--- src/rtl/div_clk_monitor_pkg.sv ---
// Shared clock-control definitions for the divided-clock monitor.
// Contents:
//   - state_t     : monitor FSM states (IDLE, SYNC, MEASURE, LOCKED)
//   - RATIO_W_DEF : default divide-ratio width
//   - CNT_W_DEF   : default measurement counter width
//   - MIN_RATIO   : smallest divide ratio the divider can produce
package div_clk_monitor_pkg;

  localparam int RATIO_W_DEF = 8;
  localparam int CNT_W_DEF   = 10;
  localparam int MIN_RATIO   = 2;

  typedef enum logic [1:0] {
    IDLE    = 2'd0,
    SYNC    = 2'd1,
    MEASURE = 2'd2,
    LOCKED  = 2'd3
  } state_t;

endpackage

--- src/rtl/div_clk_monitor_sync_rise_det.sv ---
// sync_rise_det: synchronizer for the divided clock plus rising-edge pulse.
// Ports:
//   clk  in  sampling clock
//   rst  in  asynchronous active-low reset
//   din  in  asynchronous divided clock
//   s    out synchronized level (after SYNC_STAGES flops)
//   rise out single-cycle pulse, s & ~s_delayed
module sync_rise_det #(
  parameter int SYNC_STAGES = 2
) (
  input  logic clk,
  input  logic rst,
  input  logic din,
  output logic s,
  output logic rise
);

  logic [SYNC_STAGES-1:0] sync_reg;
  logic                   s_d_reg;

  always_ff @(posedge clk or negedge rst) begin
    if (!rst) begin
      sync_reg <= '0;
      s_d_reg  <= 1'b0;
    end else begin
      sync_reg <= {sync_reg[SYNC_STAGES-2:0], din};
      s_d_reg  <= sync_reg[SYNC_STAGES-1];
    end
  end

  assign s    = sync_reg[SYNC_STAGES-1];
  assign rise = s & ~s_d_reg;

endmodule

--- src/rtl/div_clk_monitor.sv ---
// div_clk_monitor: checks that the divided clock has period N and ~50% duty.
// Ports:
//   clk, rst         source clock of the divider; async active-low reset
//   enable           run the monitor; low returns to IDLE
//   div_ratio        expected ratio N, captured when leaving IDLE
//   clk_div_in       divided clock under test
//   err_clear        pulse clearing the sticky errors
//   lock             divided clock verified (LOCK_CNT good periods in a row)
//   period_err       sticky, period outside tolerance
//   duty_err         sticky, high time outside tolerance
//   stuck_err        sticky, no rising edge within 2N cycles
//   cfg_err          captured N below the minimum ratio
//   period_meas      last completed period measurement
//   high_meas        last completed high-time measurement
module div_clk_monitor
  import div_clk_monitor_pkg::*;
#(
  parameter int RATIO_W     = RATIO_W_DEF,
  parameter int CNT_W       = CNT_W_DEF,
  parameter int SYNC_STAGES = 2,
  parameter int LOCK_CNT    = 4,
  parameter int PER_TOL     = 0
) (
  input  logic               clk,
  input  logic               rst,
  input  logic               enable,
  input  logic [RATIO_W-1:0] div_ratio,
  input  logic               clk_div_in,
  input  logic               err_clear,
  output logic               lock,
  output logic               period_err,
  output logic               duty_err,
  output logic               stuck_err,
  output logic               cfg_err,
  output logic [CNT_W-1:0]   period_meas,
  output logic [CNT_W-1:0]   high_meas
);

  localparam int GW = $clog2(LOCK_CNT + 1);
  localparam int DW = CNT_W + 2;

  logic s, rise;

  sync_rise_det #(.SYNC_STAGES(SYNC_STAGES)) u_sync (
    .clk  (clk),
    .rst  (rst),
    .din  (clk_div_in),
    .s    (s),
    .rise (rise)
  );

  state_t             state_reg;
  logic [RATIO_W-1:0] n_reg;
  logic [CNT_W-1:0]   per_cnt_reg, hi_cnt_reg;
  logic [GW-1:0]      good_cnt_reg;
  // Set after a bad capture so IDLE does not keep re-capturing while
  // enable stays high; software has to drop enable to try again.
  logic               cfg_block_reg;
  logic               lock_reg, period_err_reg, duty_err_reg, stuck_err_reg, cfg_err_reg;
  logic [CNT_W-1:0]   period_meas_reg, high_meas_reg;

  logic signed [DW-1:0] per_diff, duty_diff;
  logic [DW-1:0]        per_abs, duty_abs;
  logic                 per_ok, duty_ok, timeout;
  logic [CNT_W-1:0]     per_inc, hi_inc, limit;
  logic [GW-1:0]        good_sat;

  always_comb begin
    per_diff  = $signed({2'b00, per_cnt_reg}) - $signed(DW'(n_reg));
    duty_diff = $signed({1'b0, hi_cnt_reg, 1'b0}) - $signed(DW'(n_reg));
    per_abs   = per_diff[DW-1] ? -per_diff : per_diff;
    duty_abs  = duty_diff[DW-1] ? -duty_diff : duty_diff;
    per_ok    = (per_abs <= DW'(PER_TOL));
    duty_ok   = (duty_abs <= DW'(1));
    limit     = CNT_W'({n_reg, 1'b0});
    timeout   = (per_cnt_reg == limit);
    per_inc   = (per_cnt_reg == '1) ? per_cnt_reg : per_cnt_reg + CNT_W'(1);
    hi_inc    = (s && hi_cnt_reg != '1) ? hi_cnt_reg + CNT_W'(1) : hi_cnt_reg;
    good_sat  = (good_cnt_reg >= GW'(LOCK_CNT)) ? GW'(LOCK_CNT) : good_cnt_reg + GW'(1);
  end

  always_ff @(posedge clk or negedge rst) begin
    if (!rst) begin
      state_reg       <= IDLE;
      n_reg           <= '0;
      per_cnt_reg     <= '0;
      hi_cnt_reg      <= '0;
      good_cnt_reg    <= '0;
      cfg_block_reg   <= 1'b0;
      lock_reg        <= 1'b0;
      period_err_reg  <= 1'b0;
      duty_err_reg    <= 1'b0;
      stuck_err_reg   <= 1'b0;
      cfg_err_reg     <= 1'b0;
      period_meas_reg <= '0;
      high_meas_reg   <= '0;
    end else begin
      // Clear first; any error set later in this block overrides it.
      if (err_clear) begin
        period_err_reg <= 1'b0;
        duty_err_reg   <= 1'b0;
        stuck_err_reg  <= 1'b0;
      end

      if (!enable) begin
        state_reg     <= IDLE;
        lock_reg      <= 1'b0;
        cfg_block_reg <= 1'b0;
        per_cnt_reg   <= '0;
        hi_cnt_reg    <= '0;
        good_cnt_reg  <= '0;
      end else begin
        case (state_reg)
          IDLE: begin
            if (!cfg_block_reg) begin
              n_reg        <= div_ratio;
              per_cnt_reg  <= '0;
              hi_cnt_reg   <= '0;
              good_cnt_reg <= '0;
              if (div_ratio < RATIO_W'(MIN_RATIO)) begin
                cfg_err_reg   <= 1'b1;
                cfg_block_reg <= 1'b1;
              end else begin
                cfg_err_reg <= 1'b0;
                state_reg   <= SYNC;
              end
            end
          end

          SYNC: begin
            if (rise) begin
              // s is already high on the rise cycle, so both restart at 1.
              per_cnt_reg  <= CNT_W'(1);
              hi_cnt_reg   <= CNT_W'(1);
              good_cnt_reg <= '0;
              state_reg    <= MEASURE;
            end else if (timeout) begin
              stuck_err_reg <= 1'b1;
              per_cnt_reg   <= '0;
              hi_cnt_reg    <= '0;
            end else begin
              per_cnt_reg <= per_inc;
              hi_cnt_reg  <= hi_inc;
            end
          end

          MEASURE, LOCKED: begin
            if (rise) begin
              period_meas_reg <= per_cnt_reg;
              high_meas_reg   <= hi_cnt_reg;
              per_cnt_reg     <= CNT_W'(1);
              hi_cnt_reg      <= CNT_W'(1);
              if (per_ok && duty_ok) begin
                good_cnt_reg <= good_sat;
                if (good_sat == GW'(LOCK_CNT)) begin
                  state_reg <= LOCKED;
                  lock_reg  <= 1'b1;
                end
              end else begin
                if (!per_ok)  period_err_reg <= 1'b1;
                if (!duty_ok) duty_err_reg   <= 1'b1;
                good_cnt_reg <= '0;
                lock_reg     <= 1'b0;
                state_reg    <= MEASURE;
              end
            end else if (timeout) begin
              stuck_err_reg <= 1'b1;
              lock_reg      <= 1'b0;
              good_cnt_reg  <= '0;
              per_cnt_reg   <= '0;
              hi_cnt_reg    <= '0;
              state_reg     <= SYNC;
            end else begin
              per_cnt_reg <= per_inc;
              hi_cnt_reg  <= hi_inc;
            end
          end

          default: state_reg <= IDLE;
        endcase
      end
    end
  end

  assign lock        = lock_reg;
  assign period_err  = period_err_reg;
  assign duty_err    = duty_err_reg;
  assign stuck_err   = stuck_err_reg;
  assign cfg_err     = cfg_err_reg;
  assign period_meas = period_meas_reg;
  assign high_meas   = high_meas_reg;

endmodule

--- config.mk ---
export PLATFORM = sky130hd
export DESIGN_NAME = div_clk_monitor
export DESIGN_NICKNAME = d
export VERILOG_FILES = /design/src/rtl/div_clk_monitor_pkg.sv /design/src/rtl/div_clk_monitor_sync_rise_det.sv /design/src/rtl/div_clk_monitor.sv
export SDC_FILE = /design/constraint.sdc
export NUM_CORES = 1
export LEC_CHECK = 0
export ABC_AREA = 1
export CORE_MARGIN = 1
export CORE_UTILIZATION = 64
export CTS_CLUSTER_DIAMETER = 80
export DETAILED_ROUTE_END_ITERATION = 10
export PLACE_DENSITY = 0.95
export SLEW_MARGIN = 20
export SYNTH_ARGS = -nofsm -noshare
export SYNTH_HDL_FRONTEND = slang
export SYNTH_HIERARCHICAL = 1
export SYNTH_SLANG_ARGS = --single-unit
--- constraint.sdc ---
create_clock -name clk -period 7.51 [get_ports clk]
set_input_delay 1.1265 -clock clk [delete_from_list [all_inputs] [get_ports clk]]
set_output_delay 1.1265 -clock clk [all_outputs]
set_load 0.02 [all_outputs]
Word level (Yosys, flattened, before mapping)
Index checks and enable logic that the tools add are counted.
- register bits after elaboration: 62
- input port bits: 13
- word-level logic and storage cells: 116
- $add $sub $neg: 7
- order comparisons: 4
- equality and inequality tests: 18
- muxes and demuxes: 57
- bitwise operators: 3
- reduce and logical (&&, ||, !) cells: 12
- operator list (kind ; count):
    $mux W10 ; 9
    $pmux W10 S2 ; 2
    $mux W1 ; 27
    $le A12 B1 Y1 const B ; 2
    $mux W12 ; 2
    $mux W3 ; 7
    $add A10 B1 Y10 const B ; 2
    $mux W2 ; 8
    $neg A11 Y12 ; 1
    $neg A12 Y12 ; 1
    $reduce_and A3 Y1 ; 4
    $sub A11 B8 Y12 ; 1
    $sub A10 B8 Y11 ; 1
    $eq A10 B10 Y1 const B ; 1
    $eq A10 B9 Y1 ; 1
    $ne A10 B10 Y1 const B ; 1
    $ne A5 B5 Y1 const B ; 2
    $ne A3 B3 Y1 const B ; 3
    $pmux W3 S3 ; 1
    $lt A8 B2 Y1 const B ; 1
    $pmux W2 S3 ; 1
    $ne A5 B2 Y1 const B ; 1
    $reduce_and A5 Y1 ; 1
    $eq A2 B2 Y1 const B ; 2
    15 further kinds ; 19

Longest topological paths before layout
Gate-level depths: netlist of the first run.
- depth in word-level cells: 9
- gate-level depth with buffers: 23
- gate-level depth less buffers: 23

Cells and area by module
The synthesis of the first run kept the hierarchy.
- modules (own cells, without submodules) (module ; instances ; cells an instance ; area each (sq um) ; seq. area each (sq um)):
    div_clk_monitor ; 1 ; 647 ; 4461.8 ; 1476.4
    sync_rise_det ; 1 ; 5 ; 85.1 ; 75.1

Least setup slack after synthesis of the first run
OpenSTA, ideal clock, no wires.
- path kind: register -> register
- from: register per_cnt_reg[0]
- to: register lock_reg (netlist: lock)
- setup time: 113 ps
- arrival time: 2325 ps
- required time: 7397 ps
- setup slack: 5072 ps
- cell stages (with the launch flop): 23
- path buffers: 0
- period minus slack after synthesis: 2438 ps
- cells stage by stage: dfrtp_1 -> inv_1 -> ha_1 -> inv_1 -> fa_1 -> nand2_1 -> nand2_1 -> nand2_1 -> nand2_1 -> nand2_1 -> nand3_1 -> nand2_1 -> nand2_1 -> nand2_1 -> nand2_1 -> nor2_2 -> nand4_1 -> nor2_2 -> nand3_1 -> nand2_1 -> nand2_1 -> nand2_1 -> inv_1
- word-level cells in the longest chain between the ends: 9
- elaborated cells between the ends (all ways): 13
- RTL lines (item ; line ; text):
    from (decl) ; div_clk_monitor.sv:54 ; logic [CNT_W-1:0] per_cnt_reg, hi_cnt_reg;
    from (signal assigned) ; div_clk_monitor.sv:142 ; per_cnt_reg <= per_inc;
    from (signal assigned) ; div_clk_monitor.sv:174 ; per_cnt_reg <= per_inc;
    $sub A10 B8 Y11 ; div_clk_monitor.sv:69 ; per_diff = $signed({2'b00, per_cnt_reg}) - $signed(DW'(n_reg));
    $neg A11 Y12 ; div_clk_monitor.sv:71 ; per_abs = per_diff[DW-1] ? -per_diff : per_diff;
    $mux W12 ; div_clk_monitor.sv:71 ;
    $le A12 B1 Y1 ; div_clk_monitor.sv:73 ; per_ok = (per_abs <= DW'(PER_TOL));
    $logic_and A1 B1 Y1 ; div_clk_monitor.sv:153 ; if (per_ok && duty_ok) begin
    $mux W1 ; div_clk_monitor.sv:153 ;
    $mux W1 ; div_clk_monitor.sv:148 ; if (rise) begin
    $mux W1 ; div_clk_monitor.sv:113 ; case (state_reg)
    $mux W1 ; div_clk_monitor.sv:105 ; if (!enable) begin
    to (signal assigned) ; div_clk_monitor.sv:107 ; lock_reg <= 1'b0;
    to (signal assigned) ; div_clk_monitor.sv:157 ; lock_reg <= 1'b1;
    to (signal assigned) ; div_clk_monitor.sv:163 ; lock_reg <= 1'b0;
    to (decl) ; div_clk_monitor.sv:59 ; logic lock_reg, period_err_reg, duty_err_reg, stuck_err_reg, cfg_err_reg;
Parallel ways exist; a longest one is shown, timed or not. The select of a mux whose other input is x is not followed.
A chain may end at the register's enable or synchronous reset.

Worst setup path after layout of the first run
- from: input enable
- to: register n_reg[0]
- word-level cells in the longest chain between the ends: 1
- RTL lines (item ; line ; text):
    from (decl) ; div_clk_monitor.sv:26 ; input logic enable,
    $reduce_and A3 Y1 (no line) ; -- ;
    to (signal assigned) ; div_clk_monitor.sv:116 ; n_reg <= div_ratio;
    to (decl) ; div_clk_monitor.sv:53 ; logic [RATIO_W-1:0] n_reg;
No other way between the ends.

==> impl_metrics.env, run 1 <==
export IMPL_die_w_microns=86.29
export IMPL_layout_common_cells="188 x nand2_1, 85 x inv_1, 63 x nand3_1"
export IMPL_crit_buf_inv=2
export IMPL_syn_cell_area_sq_um=4547
export IMPL_yosysSeqAreaShare=0.3412
export IMPL_synth_avg_cell_area_sq_um=6.974
export IMPL_cts_setup_buffers=0
export IMPL_p_total_mw=1.574
export IMPL_cts_clk_slew_worst_paths_ns=0.08
export IMPL_antenna_found_initial=0
export IMPL_synth_top_area_share=0.3412
export IMPL_post_route_util=0.7540
export IMPL_fp_row_count=30
export IMPL_cp_slowest_cell="clkdlybuf4s50_1"
export IMPL_max_cap_violations=0
export IMPL_reg2reg_depth=19
export IMPL_synth_cells=652
export IMPL_grt_pass1_vias=4253
export IMPL_drtAntennaViolNets=0
export IMPL_cp_max_fo=17
export IMPL_core_sq_um=6832
export IMPL_wire_per_inst_microns=15.07
export IMPL_tightest_slew_ns=0.9400
export IMPL_drive_gt1_frac=0.1066
export IMPL_synth_largest_area_cell="dfrtp_1"
export IMPL_rsz0062_at_grt="no"
export IMPL_post_route_period_util=0.4166
export IMPL_worstSetupStartpointType="input port"
export IMPL_yosysWarnings=6
export IMPL_dpl_cell_area_sq_um=4975
export IMPL_endpoint_kind="flip-flop"
export IMPL_syn2layout_area_growth_pct=13.29
export IMPL_synthFlopType="dfrtp_1"
export IMPL_antenna_cells=0
export IMPL_clock_sinks=62
export IMPL_hold_class="flip-flop to flip-flop"
export IMPL_start_util=0.6656
export IMPL_dp_hpwl_microns=8940
export IMPL_postCtsHoldBufs=0
export IMPL_grt_first_pass_wirelength_microns=19130
export IMPL_finalMaxSlewViolations=0
export IMPL_numCtsBuffers=9
export IMPL_drc=0
export IMPL_dieArea_sq_um=7446
export IMPL_hold_violations=0
export IMPL_drtPass1Iterations=6
export IMPL_cp_slowest_stage_delay_ns=0.86
export IMPL_cts_tree="built"
export IMPL_finalClockSkew_ns=0.008550
export IMPL_synth_edf_count=0
export IMPL_clock_latency_ns=0.35
export IMPL_port_buffers=37
export IMPL_syn_num_nets=687
export IMPL_setup_tns_ns=0
export IMPL_power_density_nw_per_um2=305.5
export IMPL_fin_crit_ns=3.129
export IMPL_place_ws_ns=4.015
export IMPL_final_common_cell="nand2_1"
export IMPL_root_buffer="clkbuf_8"
export IMPL_clockBufferDepth=2
export IMPL_gp_congestion=0.9005
export IMPL_setup_ws_ns=4.381
export IMPL_crit_chain="clkdlybuf4s50_1 > inv_1 > nor3_2 > o21ai_0"
export IMPL_yosysUniqueCellTypes=44
export IMPL_synth_async_reset_ratio=1.000
export IMPL_synth_seq_cells=62
export IMPL_crit_family="buffers and inverters"
export IMPL_cp_depth=4
export IMPL_synth_area_top_cells="dfrtp_1 34%, nand2_1 16%, inv_1 7.0%"
export IMPL_slew_headroom=0.3700
export IMPL_setup_viol=0
export IMPL_htree_levels=3
export IMPL_drt_vias_per_instance=5.839
export IMPL_vdd_ir_drop_max_mv=0.1697
export IMPL_io_pins=38
export IMPL_fmax_mhz=319.6
export IMPL_fin_area_sq_um=5151
export IMPL_totalWireLength_microns=11910
export IMPL_fin_nets=724
export IMPL_cp_required_ns=7.70
export IMPL_leakagePower_nw=2.580
export IMPL_grt_use_total=0.3299
export IMPL_drtIter0Drc=426
export IMPL_ctsResizeCount=0
export IMPL_crit_type="input port to flip-flop"
export IMPL_overflow=0
export IMPL_crit_arrival_ns=3.32
export IMPL_die_h_microns=86.29
export IMPL_status="completed"
export IMPL_min_path_cells=0
export IMPL_grt_max_degree=63
export IMPL_vias=4613
[metrics by stage]
stage                     hold slack [ns]  cells
after CTS                          0.3527    790
after global placement             0.3335    774
after global routing               0.3624    790
after floorplan                    0.3312    652
after detailed placement           0.3358    774
final                              0.3511    790
[Yosys cell counts (all sizes together) (4+ instances only)]
cell type	n
a21oi	12
xor2	13
ha	20
nor3	17
nor2	53
nor4	8
nand4	11
nand2	205
xnor2	4
nand3	69
buf	4
dfrtp	62
inv	97
o21ai	50
clkbuf	8
[cells by family (layout without fill, tap and decap cells)]
logic type,after synthesis,after routing,synth area share
simple gates,369,369,0.3762
xor+xnor,17,17,0.03440
flops,62,62,0.3412
compound gates,72,72,0.08778
buf+inv,109,151,0.09439
fa+ha+maj,22,22,0.06384
mux,1,1,0.002202
[metal layers]
metal | vias to the layer above | routed length (microns) | GRT usage | share of wire
met1 | 2116 | 4602 | 0.3946 | 0.39
met5 | - | 0 | 0 | 0
met3 | 50 | 940 | 0.07048 | 0.079
li1 | 2175 | - | - | -
met4 | 0 | 357 | 0.1288 | 0.030
met2 | 272 | 6005 | 0.5808 | 0.50
[path summary, 6_finish.rpt]
kind | startpoint | slack [ns] | endpoint
hold reg to reg | u_sync/sync_reg[0] | 0.35 | u_sync/sync_reg[1]
hold / removal | u_sync/sync_reg[0] | 0.35 | u_sync/sync_reg[1]
setup / recovery | enable | 4.38 | n_reg[0]
max in group asynchronous | rst | 6.06 | high_meas[1]
min in group asynchronous | rst | 0.93 | duty_err
setup reg to reg | per_cnt_reg[0] | 4.50 | state_reg[1]
[report_power, final]
part	total, mW	internal, mW	switching, mW
clock	0.260	0.120	0.140
combinational	0.897	0.291	0.606
sequential	0.417	0.374	0.0425
total	1.57	0.785	0.788
[layout make-up]
type	count	area (sq um)
clock buffer	9	123.9
clock inverter	7	50.05
fill	519	1680
inverter	97	364.1
multi-input combinational	481	2569
sequential	62	1551
tap	96	120.1
timing repair buffer	38	372.9
(Power assumes the default switching activity.)
==> run 2, diff against run 1 <==
- CORE_UTILIZATION: 64 -> 59
- PLACE_DENSITY: 0.95 -> 0.89
- clock period: 7.51 -> 3 ns (I/O delays scaled with it)
==> run 2 against run 1 <==
Worst setup slack got worse by 4.1 ns. Register-to-register slack got worse by 4.2 ns. Largest cell class unchanged. Sequential power rose by 150%. Sequential cell count did not move.
==> impl_metrics.env, run 2 (same netlist as run 1, synthesis figures left out) <==
export IMPL_status="completed"
export IMPL_cp_max_fo=6
export IMPL_grt_pass1_vias=4406
export IMPL_cp_slowest_stage_delay_ns=0.39
export IMPL_clockBufferDepth=2
export IMPL_syn2layout_area_growth_pct=16.43
export IMPL_rsz0062_at_grt="no"
export IMPL_port_buffers=37
export IMPL_busiest_layer="met2"
export IMPL_grt_use_met2=0.5423
export IMPL_antenna_cells=0
export IMPL_core_sq_um=7370
export IMPL_slew_headroom=0.5107
export IMPL_finalMaxSlewViolations=0
export IMPL_worstSetupStartpointType="flip-flop"
export IMPL_drc=0
export IMPL_gp_congestion=0.9825
export IMPL_dpl_cell_area_sq_um=5039
export IMPL_cts_clk_slew_worst_paths_ns=0.08
export IMPL_dp_hpwl_microns=9022
export IMPL_max_cap_violations=0
export IMPL_cp_slowest_cell="dfrtp_1"
export IMPL_cts_tree="built"
export IMPL_htree_levels=3
export IMPL_start_util=0.6170
export IMPL_grt_use_total=0.3133
export IMPL_vdd_ir_drop_max_mv=0.4267
export IMPL_fin_area_sq_um=5294
export IMPL_crit_type="flip-flop to flip-flop"
export IMPL_hold_class="input port to asynchronous set/reset pin"
export IMPL_drt_vias_per_instance=5.647
export IMPL_die_h_microns=89.79
export IMPL_antenna_found_initial=0
export IMPL_cp_common_cell="nand2_1"
export IMPL_gr_usage_met3=0.08206
export IMPL_clock_latency_ns=0.35
export IMPL_wire_per_inst_microns=14.88
export IMPL_vias=4523
export IMPL_io_pins=38
export IMPL_drtAntennaViolNets=0
export IMPL_setup_tns_ns=0
export IMPL_cts_setup_buffers=0
export IMPL_crit_arrival_ns=2.96
export IMPL_fmax_mhz=370.3
export IMPL_die_w_microns=89.79
export IMPL_power_density_nw_per_um2=805.8
export IMPL_drive_gt1_frac=0.1211
export IMPL_post_route_util=0.7183
export IMPL_dieArea_sq_um=8061
export IMPL_finalClockSkew_ns=0.01036
export IMPL_overflow=0
export IMPL_grt_first_pass_wirelength_microns=20240
export IMPL_met1_usage=0.3711
export IMPL_leakagePower_nw=2.661
export IMPL_crit_chain="inv_1 > ha_1 > a21oi_1 > nand2_1 > nand3_1 > nand3_2 > nor2_1 > nand2_1 > nand2_1 > nand2_1 > nor2_1 > nand2_1 > nor2_2 > nand3_1 > nand2_1 > nand2_1 > nand2_1 > inv_1"
export IMPL_endpoint_kind="flip-flop"
export IMPL_drtPass1Iterations=6
export IMPL_numCtsBuffers=9
export IMPL_clock_sinks=62
export IMPL_grt_max_degree=39
export IMPL_layout_common_cells="189 x nand2_1, 83 x inv_1, 63 x nand3_1"
export IMPL_setup_viol=0
export IMPL_post_route_period_util=0.9002
export IMPL_fp_row_count=31
export IMPL_fin_nets=732
export IMPL_final_common_cell="nand2_1"
export IMPL_cp_required_ns=3.26
export IMPL_root_buffer="clkbuf_8"
export IMPL_hold_violations=0
export IMPL_totalWireLength_microns=11920
export IMPL_fin_crit_ns=2.701
export IMPL_drtIter0Drc=374
export IMPL_tightest_slew_ns=0.7340
==> run 2: cell types whose count changed in the layout (fill, tap and decap cells not counted), sizes merged <==
| cell | delta |
|---|---|
| buf | +8 |
| inv | +3 |
| bufinv | +3 |
| clkinvlp | -3 |
| clkinv | -3 |
==> run 2: final cells by class <==
cell class,instances,area (sq um)
multi-input cells,481,2569
fillers,572,2076
flip-flops and latches,62,1553
repair buffers,46,432.9
inverters,97,364.1
clock inverters,7,127.6
clock buffers,9,123.9
well taps,99,123.9
==> run 2: timing repair <==
action	in CTS	in global routing
gates resized for setup	0	4
endpoints found under the setup margin	0	5
hold buffers	0	0
==> run 2: metal layers <==
metal | wire length (microns) | part of all wire | vias to the layer above
met1 | 4803 | 0.40 | 2113
li1 | - | - | 2196
met4 | 438 | 0.037 | 0
met5 | 0 | 0 | -
met3 | 738 | 0.062 | 36
met2 | 5936 | 0.50 | 178
==> run 2: through the flow <==
stage	setup slack [ns]	instances	hold WS, ns	power [mW]
detailed placement	0.2461	785	0.3411	3.265
finish	0.2993	801	0.1522	4.266
CTS	0.2196	801	0.1702	4.223
floorplan	0.5622	652	0.1544	2.763
global placement	0.3558	785	0.3312	3.196
global route	0.01517	801	0.2003	4.612
==> run 2: final timing paths <==
check                              startpoint                 end  slack [ns]  cells past startpoint
min in group clk           u_sync/sync_reg[0]  u_sync/sync_reg[1]        0.36                      0
max reg2reg                          n_reg[2]                lock        0.30                     18
max in group asynchronous                 rst       cfg_block_reg        2.12                      2
max                                  n_reg[2]                lock        0.30                     18
min reg2reg                u_sync/sync_reg[0]  u_sync/sync_reg[1]        0.36                      0
min                                       rst      period_meas[8]        0.15                      1
==> run 2: worst max-delay path: cells and delay by family, from the launching register on <==
kind	cells	cell delay (ns)
AOI/OAI and AO/OA	1	0.22
adders and majority gates	1	0.31
buffers and inverters	2	0.19
DFF	1	0.39
and+or+nand+nor	14	1.47
==> run 2: power breakdown <==
group / switching [mW] / internal (mW) / leakage (nW)
sequential: 0.102 / 0.938 / 0.838
clock: 0.378 / 0.566 / 0.127
combinational: 1.53 / 0.751 / 1.70
==> run 3, diff against run 2 <==
- ABC_CLOCK_PERIOD_IN_PS: default -> 3000
- REMOVE_ABC_BUFFERS: default -> 1
==> run 3 against run 2 <==
Sequential cell count unchanged. Fmax decreased by 4.9%. First-iteration DRC count fell by 18%. Critical endpoint is now state_reg[1].
==> impl_metrics.env, run 3 (same netlist as run 1, synthesis figures left out) <==
export IMPL_crit_family="simple AND/OR/NAND/NOR gates"
export IMPL_cp_slowest_cell="dfrtp_2"
export IMPL_antenna_cells=0
export IMPL_clockBufferDepth=2
export IMPL_vdd_ir_drop_max_mv=0.4138
export IMPL_post_route_period_util=0.9468
export IMPL_drc=0
export IMPL_leakagePower_nw=2.651
export IMPL_antenna_found_initial=0
export IMPL_grt_use_total=0.3063
export IMPL_die_h_microns=89.79
export IMPL_root_buffer="clkbuf_8"
export IMPL_max_cap_violations=0
export IMPL_status="completed"
export IMPL_drtIter0Drc=305
export IMPL_crit_buf_inv=2
export IMPL_cts_clk_slew_worst_paths_ns=0.08
export IMPL_n_fill_cell=596
export IMPL_final_common_cell="nand2_1"
export IMPL_power_density_nw_per_um2=778.8
export IMPL_crit_arrival_ns=3.14
export IMPL_fin_crit_ns=2.840
export IMPL_finalMaxSlewViolations=0
export IMPL_drtAntennaViolNets=0
export IMPL_drive_gt1_frac=0.1236
export IMPL_dp_hpwl_microns=8959
export IMPL_grt_max_degree=29
export IMPL_drt_vias_per_instance=5.650
export IMPL_htree_levels=3
export IMPL_cp_max_fo=6
export IMPL_layout_common_cells="189 x nand2_1, 84 x inv_1, 62 x nand3_1"
export IMPL_grt_first_pass_wirelength_microns=19840
export IMPL_core_sq_um=7370
export IMPL_port_buffers=37
export IMPL_fmax_mhz=352.1
export IMPL_hold_violations=0
export IMPL_setup_viol=0
export IMPL_gp_congestion=0.9930
export IMPL_clock_latency_ns=0.36
export IMPL_p_total_mw=4.111
export IMPL_io_pins=38
export IMPL_totalWireLength_microns=11720
export IMPL_ctsResizeCount=0
export IMPL_clock_sinks=62
export IMPL_vias=4537
export IMPL_post_route_util=0.7163
export IMPL_tightest_slew_ns=0.4968
export IMPL_overflow=0
export IMPL_cts_setup_buffers=0
export IMPL_cp_required_ns=3.29
export IMPL_fin_nets=734
export IMPL_wire_per_inst_microns=14.59
export IMPL_slew_headroom=0.6688
export IMPL_fp_row_count=31
export IMPL_finalClockSkew_ns=0.01306
export IMPL_cts_tree="built"
export IMPL_numCtsBuffers=9
export IMPL_start_util=0.6170
export IMPL_drtPass1Iterations=7
export IMPL_cp_common_cell="nand2_1"
export IMPL_hold_class="input port to asynchronous set/reset pin"
export IMPL_cp_slowest_stage_delay_ns=0.45
export IMPL_dieArea_sq_um=8061
export IMPL_crit_chain="inv_2 > ha_1 > inv_1 > fa_2 > nand2_1 > nand3_1 > nor2_1 > nand3_2 > nand2_1 > nand2_1 > nand2_1 > nand2_1 > nor2_2 > nand4_1 > nor2_2 > nand4_2 > nand2_1 > nand2_1 > nand2_1"
export IMPL_crit_type="flip-flop to flip-flop"
export IMPL_worstSetupStartpointType="flip-flop"
export IMPL_hold_slack_ns=0.05643
export IMPL_postCtsHoldBufs=0
export IMPL_endpoint_kind="flip-flop"
export IMPL_syn2layout_area_growth_pct=16.10
export IMPL_grt_pass1_vias=4400
export IMPL_die_w_microns=89.79
==> run 3: through the flow <==
step / cells / cell area [sq um] / TNS, ns / setup slack [ns]
final: 803 / 5279 / 0 / 0.1596
after global routing: 803 / 5279 / -0.04891 / -0.02311
after CTS: 803 / 5268 / 0 / 0.1152
after detailed placement: 787 / 5054 / 0 / 0.1474
after global placement: 787 / 5054 / 0 / 0.2935
after floorplan: 640 / 4482 / 0 / 0.5580
==> run 3: cell type report <==
type,count,area [sq um],share of cell area
clock buffers,10,127.6,0.02418
clock inverters,6,86.33,0.01635
inverters,97,364.1,0.06897
multi-input cells,481,2576,0.4880
flip-flops and latches,62,1553,0.2941
well taps,99,123.9,0.02347
repair buffers,48,447.9,0.08485
==> run 3: path summary, 6_finish.rpt <==
kind	from	to	slack [ns]	depth (start not counted)
worst max-delay path	per_cnt_reg[0]	state_reg[1]	0.16	19
worst min-delay path	rst	period_meas[0]	0.06	1
worst max register to register	per_cnt_reg[0]	state_reg[1]	0.16	19
worst min register to register	u_sync/sync_reg[0]	u_sync/sync_reg[1]	0.36	0
max in group asynchronous	rst	high_meas[7]	2.20	2
min in group clk	u_sync/sync_reg[0]	u_sync/sync_reg[1]	0.36	0
==> run 3: per-layer routing <==
layer,vias to the layer above,global-route usage,share of wire
li1,2198,-,-
met1,2134,0.3642,0.41
met2,159,0.5224,0.50
met3,46,0.05584,0.049
met4,0,0.1721,0.047
met5,-,0,0
==> run 3: report_power, final <==
group / internal (mW) / switching, mW
Combinational: 0.751 / 1.52
Sequential: 0.939 / 0.0997
Clock: 0.466 / 0.334
Total: 2.16 / 1.96
